--- src/rtl/led_meter_pkg.sv ---
// Shared types and helpers for the multi-channel LED level meter.
package led_meter_pkg;

  localparam int unsigned MAX_W    = 32;
  localparam int unsigned MAX_LEDS = 32;

  // Per-channel meter state; fields sized for the widest supported sample.
  typedef struct packed {
    logic [MAX_W-1:0] env;
    logic [MAX_W-1:0] pk;
    logic [MAX_W-1:0] hc;
    logic [MAX_W-1:0] clip_cnt;
  } meter_state_t;

  // LED k threshold: the top LED sits at half of full scale, 6 dB per step below.
  function automatic logic [MAX_W-1:0] threshold(input int unsigned k,
                                                 input int unsigned w,
                                                 input int unsigned n);
    return MAX_W'(1) << (w - 1 - n + k);
  endfunction

  function automatic logic [MAX_LEDS-1:0] thermo(input logic [MAX_W-1:0] env,
                                                 input int unsigned w,
                                                 input int unsigned n);
    logic [MAX_LEDS-1:0] t;
    t = '0;
    for (int unsigned k = 0; k < MAX_LEDS; k++) begin
      if (k < n) t = t | (MAX_LEDS'(env >= threshold(k, w, n)) << k);
    end
    return t;
  endfunction

endpackage

--- src/rtl/led_meter_channel.sv ---
// One meter channel: rectify (S1), envelope/peak/clip update (S2), LED decode (S3).
module led_meter_channel
  import led_meter_pkg::*;
#(
  parameter int unsigned DATA_WIDTH   = 24,
  parameter int unsigned NUM_LEDS     = 8,
  parameter int unsigned DECAY_SHIFT  = 10,
  parameter int unsigned HOLD_SAMPLES = 4800,
  parameter int unsigned CLIP_SAMPLES = 24000
) (
  input  logic                  i_clock,
  input  logic                  i_reset,
  input  logic [DATA_WIDTH-1:0] i_data,
  input  logic                  i_data_valid,
  input  logic                  i_dot_en,
  output logic [NUM_LEDS-1:0]   o_led,
  output logic                  o_clip
);

  localparam logic [MAX_W-1:0] FULL = (MAX_W'(1) << (DATA_WIDTH - 1)) - MAX_W'(1);
  localparam logic [MAX_W-1:0] HOLD = MAX_W'(HOLD_SAMPLES);
  localparam logic [MAX_W-1:0] CLIP = MAX_W'(CLIP_SAMPLES);

  logic                  v1_q, v1_d, v2_q, v2_d;
  logic [DATA_WIDTH-2:0] abs_q, abs_d;
  logic [DATA_WIDTH-1:0] neg;
  meter_state_t          st_q, st_d;
  logic [MAX_W-1:0]      mag, dec;
  logic [NUM_LEDS-1:0]   bar, pk_bar, dot;
  logic [NUM_LEDS-1:0]   led_q, led_d;
  logic                  clip_q, clip_d;

  always_comb begin
    // S1: rectify; only the most negative code negates to itself and saturates
    neg   = -i_data;
    v1_d  = i_data_valid;
    abs_d = abs_q;
    if (i_data_valid) begin
      if (!i_data[DATA_WIDTH-1])   abs_d = i_data[DATA_WIDTH-2:0];
      else if (neg[DATA_WIDTH-1])  abs_d = '1;
      else                         abs_d = neg[DATA_WIDTH-2:0];
    end

    // S2: decay step never drops below one LSB so the envelope reaches zero
    mag  = MAX_W'(abs_q);
    dec  = st_q.env >> DECAY_SHIFT;
    if (dec == '0) dec = MAX_W'(1);
    v2_d = v1_q;
    st_d = st_q;
    if (v1_q) begin
      if (mag >= st_q.env)        st_d.env = mag;
      else if (st_q.env != '0)    st_d.env = st_q.env - dec;

      if (mag >= st_q.pk) begin
        st_d.pk = mag;
        st_d.hc = HOLD;
      end else if (st_q.hc != '0) begin
        st_d.hc = st_q.hc - MAX_W'(1);
      end else begin
        st_d.pk = st_d.env;
      end

      if (mag == FULL)                st_d.clip_cnt = CLIP;
      else if (st_q.clip_cnt != '0)   st_d.clip_cnt = st_q.clip_cnt - MAX_W'(1);
    end

    // S3: bar plus the single highest LED the held peak reaches
    bar    = NUM_LEDS'(thermo(st_q.env, DATA_WIDTH, NUM_LEDS));
    pk_bar = NUM_LEDS'(thermo(st_q.pk, DATA_WIDTH, NUM_LEDS));
    dot    = pk_bar & ~(pk_bar >> 1);
    led_d  = led_q;
    clip_d = clip_q;
    if (v2_q) begin
      led_d  = bar | (i_dot_en ? dot : '0);
      clip_d = (st_q.clip_cnt != '0);
    end
  end

  always_ff @(posedge i_clock) begin
    if (i_reset) begin
      v1_q   <= 1'b0;
      v2_q   <= 1'b0;
      abs_q  <= '0;
      st_q   <= '0;
      led_q  <= '0;
      clip_q <= 1'b0;
    end else begin
      v1_q   <= v1_d;
      v2_q   <= v2_d;
      abs_q  <= abs_d;
      st_q   <= st_d;
      led_q  <= led_d;
      clip_q <= clip_d;
    end
  end

  assign o_led  = led_q;
  assign o_clip = clip_q;

endmodule

--- src/rtl/led_meter_multi.sv ---
// Multi-channel LED level meter: splits the packed sample bus across channel meters.
module led_meter_multi
  import led_meter_pkg::*;
#(
  parameter int unsigned DATA_WIDTH   = 24,
  parameter int unsigned NUM_CHANNELS = 2,
  parameter int unsigned NUM_LEDS     = 8,
  parameter int unsigned DECAY_SHIFT  = 10,
  parameter int unsigned HOLD_SAMPLES = 4800,
  parameter int unsigned CLIP_SAMPLES = 24000
) (
  input  logic                               i_clock,
  input  logic                               i_reset,
  input  logic [NUM_CHANNELS*DATA_WIDTH-1:0] i_data,
  input  logic                               i_data_valid,
  input  logic                               i_dot_en,
  output logic [NUM_CHANNELS*NUM_LEDS-1:0]   o_led,
  output logic [NUM_CHANNELS-1:0]            o_clip
);

  if (DATA_WIDTH < NUM_LEDS + 1) begin : g_bad_leds
    $error("led_meter_multi: DATA_WIDTH-1 must be >= NUM_LEDS");
  end
  if (DATA_WIDTH > MAX_W + 1 || NUM_LEDS > MAX_LEDS) begin : g_bad_size
    $error("led_meter_multi: DATA_WIDTH or NUM_LEDS exceeds package limits");
  end

  for (genvar c = 0; c < NUM_CHANNELS; c++) begin : g_ch
    led_meter_channel #(
      .DATA_WIDTH  (DATA_WIDTH),
      .NUM_LEDS    (NUM_LEDS),
      .DECAY_SHIFT (DECAY_SHIFT),
      .HOLD_SAMPLES(HOLD_SAMPLES),
      .CLIP_SAMPLES(CLIP_SAMPLES)
    ) u_ch (
      .i_clock     (i_clock),
      .i_reset     (i_reset),
      .i_data      (i_data[c*DATA_WIDTH +: DATA_WIDTH]),
      .i_data_valid(i_data_valid),
      .i_dot_en    (i_dot_en),
      .o_led       (o_led[c*NUM_LEDS +: NUM_LEDS]),
      .o_clip      (o_clip[c])
    );
  end

endmodule

--- config.mk ---
export PLATFORM = sky130hd
export DESIGN_NAME = led_meter_multi
export DESIGN_NICKNAME = d
export VERILOG_FILES = /design/src/rtl/led_meter_pkg.sv /design/src/rtl/led_meter_channel.sv /design/src/rtl/led_meter_multi.sv
export SDC_FILE = /design/constraint.sdc
export NUM_CORES = 1
export LEC_CHECK = 0
export CAP_MARGIN = 10
export CORE_UTILIZATION = 51
export DETAILED_ROUTE_END_ITERATION = 7
export GPL_ROUTABILITY_DRIVEN = 1
export GPL_TIMING_DRIVEN = 1
export PLACE_DENSITY = 0.75
export SYNTH_ARGS = -nofsm -noshare
export SYNTH_HDL_FRONTEND = slang
export SYNTH_HIERARCHICAL = 1
export SYNTH_SLANG_ARGS = --single-unit
--- constraint.sdc ---
create_clock -name i_clock -period 4.95 [get_ports i_clock]
set_input_delay 1.2375 -clock i_clock [delete_from_list [all_inputs] [get_ports i_clock]]
set_output_delay 1.2375 -clock i_clock [all_outputs]
set_load 0.02 [all_outputs]
---- Yosys cells after proc, flatten, opt, wreduce, memory -nomap -nowiden ----
Cells that the tools add are included.
storage, ports and cells
  input bits .............................. 52
  output and inout port bits .............. 18
  flip-flop bits (word level) ............. 322
cells by class
  equality and inequality tests ........... 4
  order comparisons ....................... 36
  add/subtract/negate cells ............... 8
  reductions and logical operators ........ 18
  multiplexer cells ....................... 22
  bitwise gates (word level) .............. 34
operators with widths
  cell                                                   number
  two-way mux 32 bit                                     12
  nonzero test 32 bit                                    6
  >= comparator 23 x 32 -> 1 bit                         4
  >= comparator 32 x 16 -> 1 bit, second input constant  4
  >= comparator 32 x 17 -> 1 bit, second input constant  4
  >= comparator 32 x 18 -> 1 bit, second input constant  4
  >= comparator 32 x 19 -> 1 bit, second input constant  4
  >= comparator 32 x 20 -> 1 bit, second input constant  4
  >= comparator 32 x 21 -> 1 bit, second input constant  4
  >= comparator 32 x 22 -> 1 bit, second input constant  4
  >= comparator 32 x 23 -> 1 bit, second input constant  4
  two-way mux 64 bit                                     2
  subtractor 32 x 1 -> 32 bit, second input constant     4
  two-way mux 23 bit                                     4
  logical NOT 32 bit                                     2
  subtractor 32 x 22 -> 32 bit                           2
  negation 24 bit                                        2
  bitwise OR 8 bit                                       6
  equality test 23 bit, second input constant            2
  two-way mux 22 bit                                     2
  bitwise OR 8 x 3 -> 8 bit                              4
  bitwise OR 8 x 4 -> 8 bit                              4
  bitwise OR 8 x 5 -> 8 bit                              4
  bitwise OR 8 x 6 -> 8 bit                              4
  other kinds (8)                                        26

---- Longest topological paths before layout ----
Gate-level depths: netlist of the first run.
  depth in word-level cells ............... 12
  gate-level depth with buffers ........... 15

---- By module ----
The synthesis of the first run kept the hierarchy.
modules (own cells, without submodules)
  module                            cells each  instances  area an instance (sq um)
  led_meter_channel (g_ch[0].u_ch)  1302        1          10387.5
  led_meter_channel (g_ch[1].u_ch)  1323        1          10344.9

---- Least setup slack after synthesis of the first run ----
Ideal clock, no wire load.
  path type ............................... register to register
  start point ............................. reg g_ch[1].u_ch/st_q[121] (netlist bit)
  end point ............................... reg g_ch[1].u_ch/st_q[86] (netlist bit)
  setup time .............................. 0.117 ns
  data required time ...................... 4.833 ns
  clock period less this slack ............ 3.575 ns
  cell stages (with the launch flop) ...... 16
  arrival ................................. 3.458 ns
  path buffers ............................ 1
  path slack .............................. 1.375 ns
  cells stage by stage .................... dfxtp_1 or4_1 nor4_1 buf_2 nand2_1 nand2_1 ha_1 fa_1 nand2b_1 a21oi_1 o21a_1 a211o_1 a21oi_1 xnor2_1 mux2_2 a22o_1
on the way
  word-level cells in the longest chain between the ends .. 7
  elaborated cells between the ends (all ways) .. 9
  classes of those cells .................. add/sub (1); order compare (1); mux (5); reduce/logical (2)
ends and longest elaborated chain
  what                          RTL line                 text
  from (decl)                   led_meter_channel.sv:27  meter_state_t st_q, st_d;
  from (signal assigned)        led_meter_channel.sv:91  st_q <= st_d;
  logical NOT 32 bit            led_meter_channel.sv:47  if (dec == '0) dec = MAX_W'(1);
  two-way mux 22 bit            led_meter_channel.sv:47
  subtractor 32 x 22 -> 32 bit  led_meter_channel.sv:52  else if (st_q.env != '0) st_d.env = st_q.env - dec;
  two-way mux 32 bit            led_meter_channel.sv:52
  two-way mux 32 bit *          led_meter_channel.sv:51  if (mag >= st_q.env) st_d.env = mag;
  two-way mux 32 bit *          led_meter_channel.sv:57  end else if (st_q.hc != '0) begin
  two-way mux 64 bit *          led_meter_channel.sv:54  if (mag >= st_q.pk) begin
Mark *: on every way between the ends. The rest lies on a longest branch, timed or not. The select of a mux whose other input is x is not followed.
A chain may end at the register's enable or synchronous reset.

---- Worst setup path in the final report of the first run ----
  start point ............................. reg g_ch[1].u_ch/st_q[121] (netlist bit)
  end point ............................... reg g_ch[1].u_ch/st_q[90] (netlist bit)
Same word-level chain as after synthesis.

==> results of run 1 <==
cell families after synthesis:
family | count (synthesis)
buffers and inverters | 303
flip-flops | 324
adder cells (fa/ha/maj) | 144
multiplexers | 29
AND/OR/NAND/NOR | 992
AO/OA/AOI/OAI | 669
XOR/XNOR | 164
layout make-up:
type / instances / area [sq um]
fill: 3637 / 16890
tap: 525 / 656.9
multi-input combinational: 1998 / 13070
sequential: 324 / 6489
inverter: 171 / 641.9
timing repair buffer: 92 / 859.6
clock inverter: 18 / 245.2
clock buffer: 49 / 1062
cells in the final DEF, fill, tap and decap left out, types with 32 or more instances in the layout:
cell type,count
sky130_fd_sc_hd__nor3_1,92
sky130_fd_sc_hd__inv_1,171
sky130_fd_sc_hd__dfxtp_1,322
sky130_fd_sc_hd__or4_1,42
sky130_fd_sc_hd__a211oi_1,104
sky130_fd_sc_hd__xor2_1,56
sky130_fd_sc_hd__xnor2_1,108
sky130_fd_sc_hd__clkdlybuf4s50_1,67
sky130_fd_sc_hd__nor4_1,56
sky130_fd_sc_hd__or3_1,63
sky130_fd_sc_hd__o21ai_0,95
sky130_fd_sc_hd__nand4_1,32
sky130_fd_sc_hd__nor2_1,331
sky130_fd_sc_hd__ha_1,142
sky130_fd_sc_hd__a21oi_1,192
sky130_fd_sc_hd__nand3_1,56
sky130_fd_sc_hd__nand2b_1,37
sky130_fd_sc_hd__nand2_1,168
sky130_fd_sc_hd__clkbuf_16,38
flip-flops by register name, indices dropped and copies added, names as in the netlist:
signal and cells:
g_ch.u_ch/v1_q 2, g_ch.u_ch/o_clip 2, g_ch.u_ch/v2_q 2, g_ch.u_ch/st_q 256, g_ch.u_ch/o_led 16, g_ch.u_ch/abs_q 46
layer usage:
layer | global-route usage, % | vias to the layer above
met1 | 35.66 | 9299
met4 | 11.33 | 0
met5 | 0 | -
met3 | 3.611 | 130
li1 | - | 9567
met2 | 45.74 | 634
worst min-delay path by stage:
| stage | endpoint | slack (ns) | depth (start not counted) |
|---|---|---|---|
| 2_1_floorplan | g_ch[1].u_ch/st_q[91]$_SDFFE_PP0P_ | 0.43 | 2 |
| 3_3_place_gp | g_ch[1].u_ch/st_q[91]$_SDFFE_PP0P_ | 0.44 | 2 |
| 3_5_place_dp | g_ch[0].u_ch/st_q[93]$_SDFFE_PP0P_ | 0.45 | 1 |
| 4_1_cts | g_ch[1].u_ch/st_q[77]$_SDFFE_PP0P_ | 0.46 | 2 |
| 5_1_grt | g_ch[0].u_ch/st_q[91]$_SDFFE_PP0P_ | 0.49 | 1 |
| 6_report | g_ch[1].u_ch/st_q[93]$_SDFFE_PP0P_ | 0.46 | 2 |
synthesized netlist by cell type, drive strengths merged (46+ instances only):
cell,count
nor2,333
dfxtp,324
a21oi,193
inv,171
nand2,168
ha,142
xnor2,108
a211oi,104
clkbuf,99
nor3,99
o21ai,99
nor4,63
or3,63
nand3,56
xor2,56
or4,46
power breakdown:
group          total, W  internal [W]  leakage, nW  switching, W
clock           0.00295       0.00178        0.638       0.00117
combinational    0.0105       0.00400         5.48       0.00654
sequential      0.00414       0.00335         2.65      0.000791
total            0.0176       0.00913         8.77       0.00851
per-stage QoR:
stage	area, sq um	hold WS, ns	setup slack, ns	util (%)	std cells
after floorplan	20730	0.4254	1.375	-	2625
after global placement	21710	0.4416	0.7448	54.40	3110
after detailed placement	21710	0.4492	0.6251	54.40	3110
after CTS	23020	0.4581	0.8693	57.68	3177
after global routing	23020	0.4858	0.5218	57.68	3177
final	23020	0.4631	0.8098	57.68	3177
worst register-to-register path: cells and delay by family (launching register included):
kind | cells | cell delay (ns)
DFF | 1 | 0.35
and+or+nand+nor | 5 | 1.20
xor gates and xnor gates | 1 | 0.23
adders and majority gates | 2 | 0.38
AOI/OAI and AO/OA | 6 | 1.63
buffers and inverters | 1 | 0.23
==> parameters.txt, run 1 <==
Parameter                              Value

Outcome
  Result of the run ... completed

GRT
  Via count of the first global-routing pass ... 18531
  Grt total ovfl ... 0
  Initial antenna violation count ... 0
  First-pass GRT wire length ... between 90 and 100 mm
  Largest net degree at the start of global routing ... 86
  Global router's overall resource usage ... 27.47%

Critical path
  CP cell instances ... or4_1 > nor4_2 > buf_4 > nand2_1 > nand2_1 > ha_1 > fa_1 > nand2b_1 > a21oi_1 > o21a_1 > a211o_1 > a211oi_1 > o21ai_0 > xnor2_1 > o21ai_0
  Arrival time worst endpoint ... ~4.6 ns
  Type of the worst setup path ... reg2reg
  Start point of the critical path ... g_ch[1].u_ch/st_q[121]$_SDFFE_PP0P_
  Reg2Reg Launch Point ... g_ch[1].u_ch/st_q[121]$_SDFFE_PP0P_
  Endpoint class of the critical path ... flip-flop
  Worst setup endpoint ... g_ch[1].u_ch/st_q[90]$_SDFFE_PP0P_
  Master of the slowest instance on the critical path ... sky130_fd_sc_hd__or4_1
  Required time reported for the critical path endpoint ... approximately 5.4 ns
  CP Buf/Inv Count ... 1
  Worst reg2reg path endpoint ... g_ch[1].u_ch/st_q[90]$_SDFFE_PP0P_
  FF-to-FF path depth ... 15
  Largest delay contributor family on the critical path ... compound AO/OA/AOI/OAI gates
  Largest fanout on the critical path ... 12
  Stages on worst setup path ... 15
  Biggest cell delay along the critical path ... between 0.6 and 0.7 ns
  Setup slack, reg-to-reg ... 0.81 ns
  Crit start category ... flip-flop

Timing
  Normalized max-slew margin ... 29.97%
  Fin crit share ... a little over four fifths
  Worst Tran Pin Value ... 1.042 ns
  Number of pins with negative max-slew slack in the final report ... 0
  Setup total negative slack ... 0 ns
  Setup repair after global routing missed its margin ... no
  Final clock skew ... 0.03277 ns
  # setup viols final ... 0
  Final Hold Violating Endpoints ... 0
  Shortest period the worst path allows ... 4.140 ns
  Highest clock frequency the design can meet ... approximately 240 MHz

Synth
  Area of the mapped netlist ... 20730 sq um
  Number of flops mapped to enable cells by yosys ... 0
  Leading post-synthesis cells by cell area ... sky130_fd_sc_hd__dfxtp_1 (31%), sky130_fd_sc_hd__ha_1 (8.6%), sky130_fd_sc_hd__nor2_1 (6.0%)
  Fraction of registers with async set/reset ... 0%
  Number of instances in the synthesized netlist ... 2625
  Combinational family with the most area after synthesis ... simple AND/OR/NAND/NOR gates
  Share of synthesized cell area in full adder, half adder and majority cells ... under 10%
  Fraction of synthesized area in multiplexers ... 1.406%
  Top_reg_cell synth ... sky130_fd_sc_hd__dfxtp_1
  Post-Syn Area per Cell ... between 7 and 8 sq um
  Synthesized net count ... roughly 2800
  Proportion of netlist area held by the largest area contributor ... between 30 and 40%
  Synth Area in Compound Gates ... between 20% and 30%
  Yosys reg bits ... 324
  Xor and xnor area share after synthesis ... approximately 7%
  Number of distinct standard cells referenced by the synthesized netlist ... 95
  Top cell type by total area after synthesis ... sky130_fd_sc_hd__dfxtp_1
  Sequential cell area fraction in the yosys report ... a little under a third
  Warnings from Yosys ... 6
  Simple-gate area share of the yosys netlist ... roughly 24%

CTS
  Maximum root-to-sink buffer count ... 3
  Number of hold-repair buffers added at the cts stage ... 0
  Sinks on the clock net ... ~320
  CTS resizes ... 0
  CTS clk-pin slew, worst paths ... roughly 0.060 ns
  Worst skew pair latency ... between 0.5 and 0.6 ns
  Root buffer cell ... sky130_fd_sc_hd__clkbuf_16
  TritonCTS clock tree ... built
  CTS buffer count ... 38
  H-tree depth ... 2
  Buffers inserted during post-CTS setup optimization ... 0

Die
  Effective utilization at floorplan ... 51.94%
  Vert. Die Dim ... 203.6 microns
  Full die area ... 41460 sq um
  Std cell rows ... 73
  Floorplan core area ... 39910 sq um
  I/O pin count ... 70
  Horizontal die dimension ... ~200 microns

Final layout
  Final #Nets ... between 2000 and 3000
  Number of antenna diodes ... 0
  Layout overhead on the synthesized area ... 11.04%
  Fraction of layout cells with a size suffix above 1 ... about 5.5%

Detailed routing
  Met3 routed wirelength ... about 3.4 mm
  Highest metal layer used by the detailed router ... met4
  Met2 routed WL ... between 20 and 30 mm
  Initial DRC Count ... 1546
  WL/cell ... ~18 microns
  Detailed-route wire length ... approximately 58 mm
  Per-cell via count in the routed design ... 6.179
  Via count ... just under 20000
  Drt pass-1 iters ... 5
  DRC errors left ... 0
  Antenna-violating nets left ... 0
  Total routed wire length on the met1 layer ... between 20 and 30 mm

Pwr
  Cell Pwr Density ... roughly 770 nW/um^2
  Leak Pwr ... around 9 nW
  Worst VDD drop ... around 0.00043 V
  Total design power ... approximately 0.018 W

Job
  MaxCap Viol Count ... 0

Placed design
  Detailed-placement wirelength estimate ... approximately 41 mm
  Buffers on Ports ... 69
  Routability congestion estimate ... between 0.9 and 1

Hold path
  Worst min path class ... reg2reg
  Min-delay src ... g_ch[1].u_ch/st_q[93]$_SDFFE_PP0P_
Note: power is estimated with default switching activity, not from simulation.
==> inputs of run 2 (changes only) <==
- PLACE_DENSITY: 0.75 -> 0.78
- clock period: 4.95 -> 3.7 ns (I/O delays scaled with it)
==> parameters.txt, run 2 (synthesis gave the netlist of run 1 again) <==
Parameter                              Value

Hold path
  Endpoint with the worst hold slack ... g_ch[1].u_ch/st_q[90]$_SDFFE_PP0P_
  Worst min path class ... reg2reg
  Min-delay src ... g_ch[1].u_ch/st_q[90]$_SDFFE_PP0P_
  Instance count along the most critical hold path ... 2 (unchanged)

Outcome
  Result of the run ... complete, but fails checks
  Violated checks ... negative setup slack

Pwr
  Leak Pwr ... 9.368 nW (+6.9%)
  Cell Pwr Density ... 1020 nW/um^2 (+33%)
  Total design power ... 0.02450 W (+39%)
  Worst VDD drop ... 0.0004922 V (+15%)

Final layout
  Largest register by flop count ... g_ch.u_ch/st_q
  Commonest cells after routing, fill and taps aside ... sky130_fd_sc_hd__nor2_1 (329), sky130_fd_sc_hd__dfxtp_1 (321), sky130_fd_sc_hd__a21oi_1 (190)
  Number of antenna diodes ... 0 (unchanged)
  Commonest non-fill, non-tap cell in the layout ... sky130_fd_sc_hd__nor2_1
  Max FFs per register ... 256 (unchanged)
  Util after Layout ... 60.19% (+2.5 points)
  Layout overhead on the synthesized area ... 15.87%
  Final-layout fill cell count ... 3482 (-4.3%)
  Fraction of layout cells with a size suffix above 1 ... 10.04% (+4.6 points)
  Final #Nets ... 2950 (+4.6%)

Detailed routing
  DRC errors left ... 0 (unchanged)
  Initial DRC Count ... 1895 (+23%)
  Antenna-violating nets left ... 0 (unchanged)
  Per-cell via count in the routed design ... 6.182 (about the same)
  Detailed-route wire length ... 61.95 mm (+7.6%)
  WL/cell ... 18.75 microns (+3.5%)
  Drt pass-1 iters ... 6 (+1)
  Via count ... 20430 (+4.1%)

Critical path
  Endpoint class of the critical path ... flip-flop
  Worst reg2reg path endpoint ... g_ch[0].u_ch/st_q[94]$_SDFFE_PP0P_
  Biggest cell delay along the critical path ... 0.53 ns (-0.08 ns)
  Setup slack, reg-to-reg ... -0.02 ns (-0.83 ns)
  Arrival time worst endpoint ... 4.14 ns (-0.45 ns)
  Type of the worst setup path ... reg2reg
  Largest fanout on the critical path ... 5 (-7)
  Start point of the critical path ... g_ch[0].u_ch/st_q[112]$_SDFFE_PP0P_
  FF-to-FF path depth ... 15 (unchanged)
  Required time reported for the critical path endpoint ... 4.12 ns (-1.28 ns)
  CP cell instances ... or4_4 > nand4b_1 > o21ai_2 > ha_2 > fa_2 > nand2b_4 > a21oi_4 > o221a_4 > a2111o_1 > a21o_1 > buf_12 > buf_4 > nor3_1 > xnor2_1 > o2bb2ai_1
  Reg2Reg Launch Point ... g_ch[0].u_ch/st_q[112]$_SDFFE_PP0P_
  Master of the slowest instance on the critical path ... sky130_fd_sc_hd__or4_4
  Crit start category ... flip-flop

GRT
  First-pass GRT wire length ... 100.3 mm (+6.9%)
  Initial antenna violation count ... 0 (unchanged)
  Global router's overall resource usage ... 29.55% (+2.1 points)
  Largest net degree at the start of global routing ... 92 (+7.0%)
  Grt total ovfl ... 0 (unchanged)
  Via count of the first global-routing pass ... 19760 (+6.6%)

Timing
  Slack of the critical path ... -0.02100 ns (-0.8308 ns)
  Setup repair after global routing missed its margin ... yes
  # setup viols final ... 1 (+1)
  Worst Tran Pin Value ... 1.073 ns (+0.03136 ns)
  Final Hold Violating Endpoints ... 0 (unchanged)
  Shortest period the worst path allows ... 3.721 ns (-0.4192 ns)
  Normalized max-slew margin ... 26.61% (-3.4 points)
  Final clock skew ... 0.02123 ns (-0.01154 ns)
  Highest clock frequency the design can meet ... 268.7 MHz (+11%)
  Number of pins with negative max-slew slack in the final report ... 0 (unchanged)
  Fin crit share ... 100.6% (+17 points)

Die
  Horizontal die dimension ... 203.6 microns (unchanged)
  Effective utilization at floorplan ... 51.94% (unchanged)
  Vert. Die Dim ... 203.6 microns (unchanged)
  Full die area ... 41460 sq um (unchanged)
  I/O pin count ... 70 (unchanged)
  Std cell rows ... 73 (unchanged)
  Floorplan core area ... 39910 sq um (unchanged)

CTS
  Worst skew pair latency ... 0.56 ns (about the same)
  CTS clk-pin slew, worst paths ... 0.06 ns (about the same)
  CTS buffer count ... 38 (unchanged)
  Number of hold-repair buffers added at the cts stage ... 0 (unchanged)
  H-tree depth ... 2 (unchanged)
  Maximum root-to-sink buffer count ... 3 (unchanged)
  Root buffer cell ... sky130_fd_sc_hd__clkbuf_16
  Sinks on the clock net ... 324 (unchanged)
  TritonCTS clock tree ... built

Placed design
  Buffers on Ports ... 69 (unchanged)
  Routability congestion estimate ... 0.9594 (+4.3%)
  Detailed-placement wirelength estimate ... 45.93 mm (+11%)

Job
  MaxCap Viol Count ... 0 (unchanged)
-- run 2: worst max-delay path: cells and delay by family, from the launching register on --
family,cells,cell delay (ns)
compound gates,6,1.34
xor+xnor,1,0.15
fa+ha+maj,2,0.42
buf+inv,2,0.27
flops,1,0.32
simple gates,4,1.10
-- run 2: power breakdown --
| part | leakage, nW | switching (W) | internal [W] |
|---|---|---|---|
| Sequential | 2.65 | 0.000944 | 0.00448 |
| Clock | 0.548 | 0.00149 | 0.00204 |
| Combinational | 6.17 | 0.00918 | 0.00635 |
| Total | 9.37 | 0.0116 | 0.0129 |
-- run 2: worst max path at each step --
stage | end | cells after the start
after detailed placement | g_ch[0].u_ch/st_q[122]$_SDFFE_PP0P_ | 14
after floorplan | g_ch[1].u_ch/st_q[86]$_SDFFE_PP0P_ | 15
after CTS | g_ch[0].u_ch/st_q[122]$_SDFFE_PP0P_ | 14
final | g_ch[0].u_ch/st_q[94]$_SDFFE_PP0P_ | 15
after global placement | g_ch[0].u_ch/st_q[114]$_SDFFE_PP0P_ | 13
after global routing | g_ch[0].u_ch/st_q[122]$_SDFFE_PP0P_ | 14
-- run 2: timing repair --
item                       CTS  global route
gates cloned                 0             0
pin swaps                    1             7
setup buffers                0             4
setup endpoints to repair   13            57
gates resized for setup      4            27
-- run 2: layer usage --
layer	up-vias	GRT usage, %	wire length (microns)
li1	9813	-	-
met3	190	4.378	4376
met1	9639	37.04	26020
met2	788	50.09	29050
met4	0	12.89	2511
met5	-	0	0
-- run 2: area by class of cell --
type                       instances  area, sq um  area share [%]
clock buffer                      60         1105           4.599
clock inverter                     6        41.29          0.1719
inverter                         171        641.9           2.672
multi-input combinational       1998        13190           54.89
sequential                       324         6490           27.02
tap                              525        656.9           2.734
timing repair buffer             221         1903           7.922
-- run 2: per-stage QoR --
| stage | area (sq um) | TNS, ns | cells | setup WS (ns) | hold WS (ns) |
|---|---|---|---|---|---|
| 2_1_floorplan | 20730 | 0 | 2625 | 0.1248 | 0.4254 |
| 5_1_grt | 24020 | -0.7890 | 3305 | -0.1492 | 0.4758 |
| 3_3_place_gp | 22730 | -0.1015 | 3235 | -0.04663 | 0.4385 |
| 3_5_place_dp | 22730 | -0.6837 | 3235 | -0.1465 | 0.4418 |
| 4_1_cts | 23880 | 0 | 3301 | 0.006107 | 0.4576 |
| 6_report | 24020 | -0.02100 | 3305 | -0.02100 | 0.4590 |
==> inputs of run 3 (changes only) <==
- HOLD_SLACK_MARGIN: unset -> 0.03
==> results of run 3 <==
The final DEF is identical to that of run 2; final timing and power are the same.
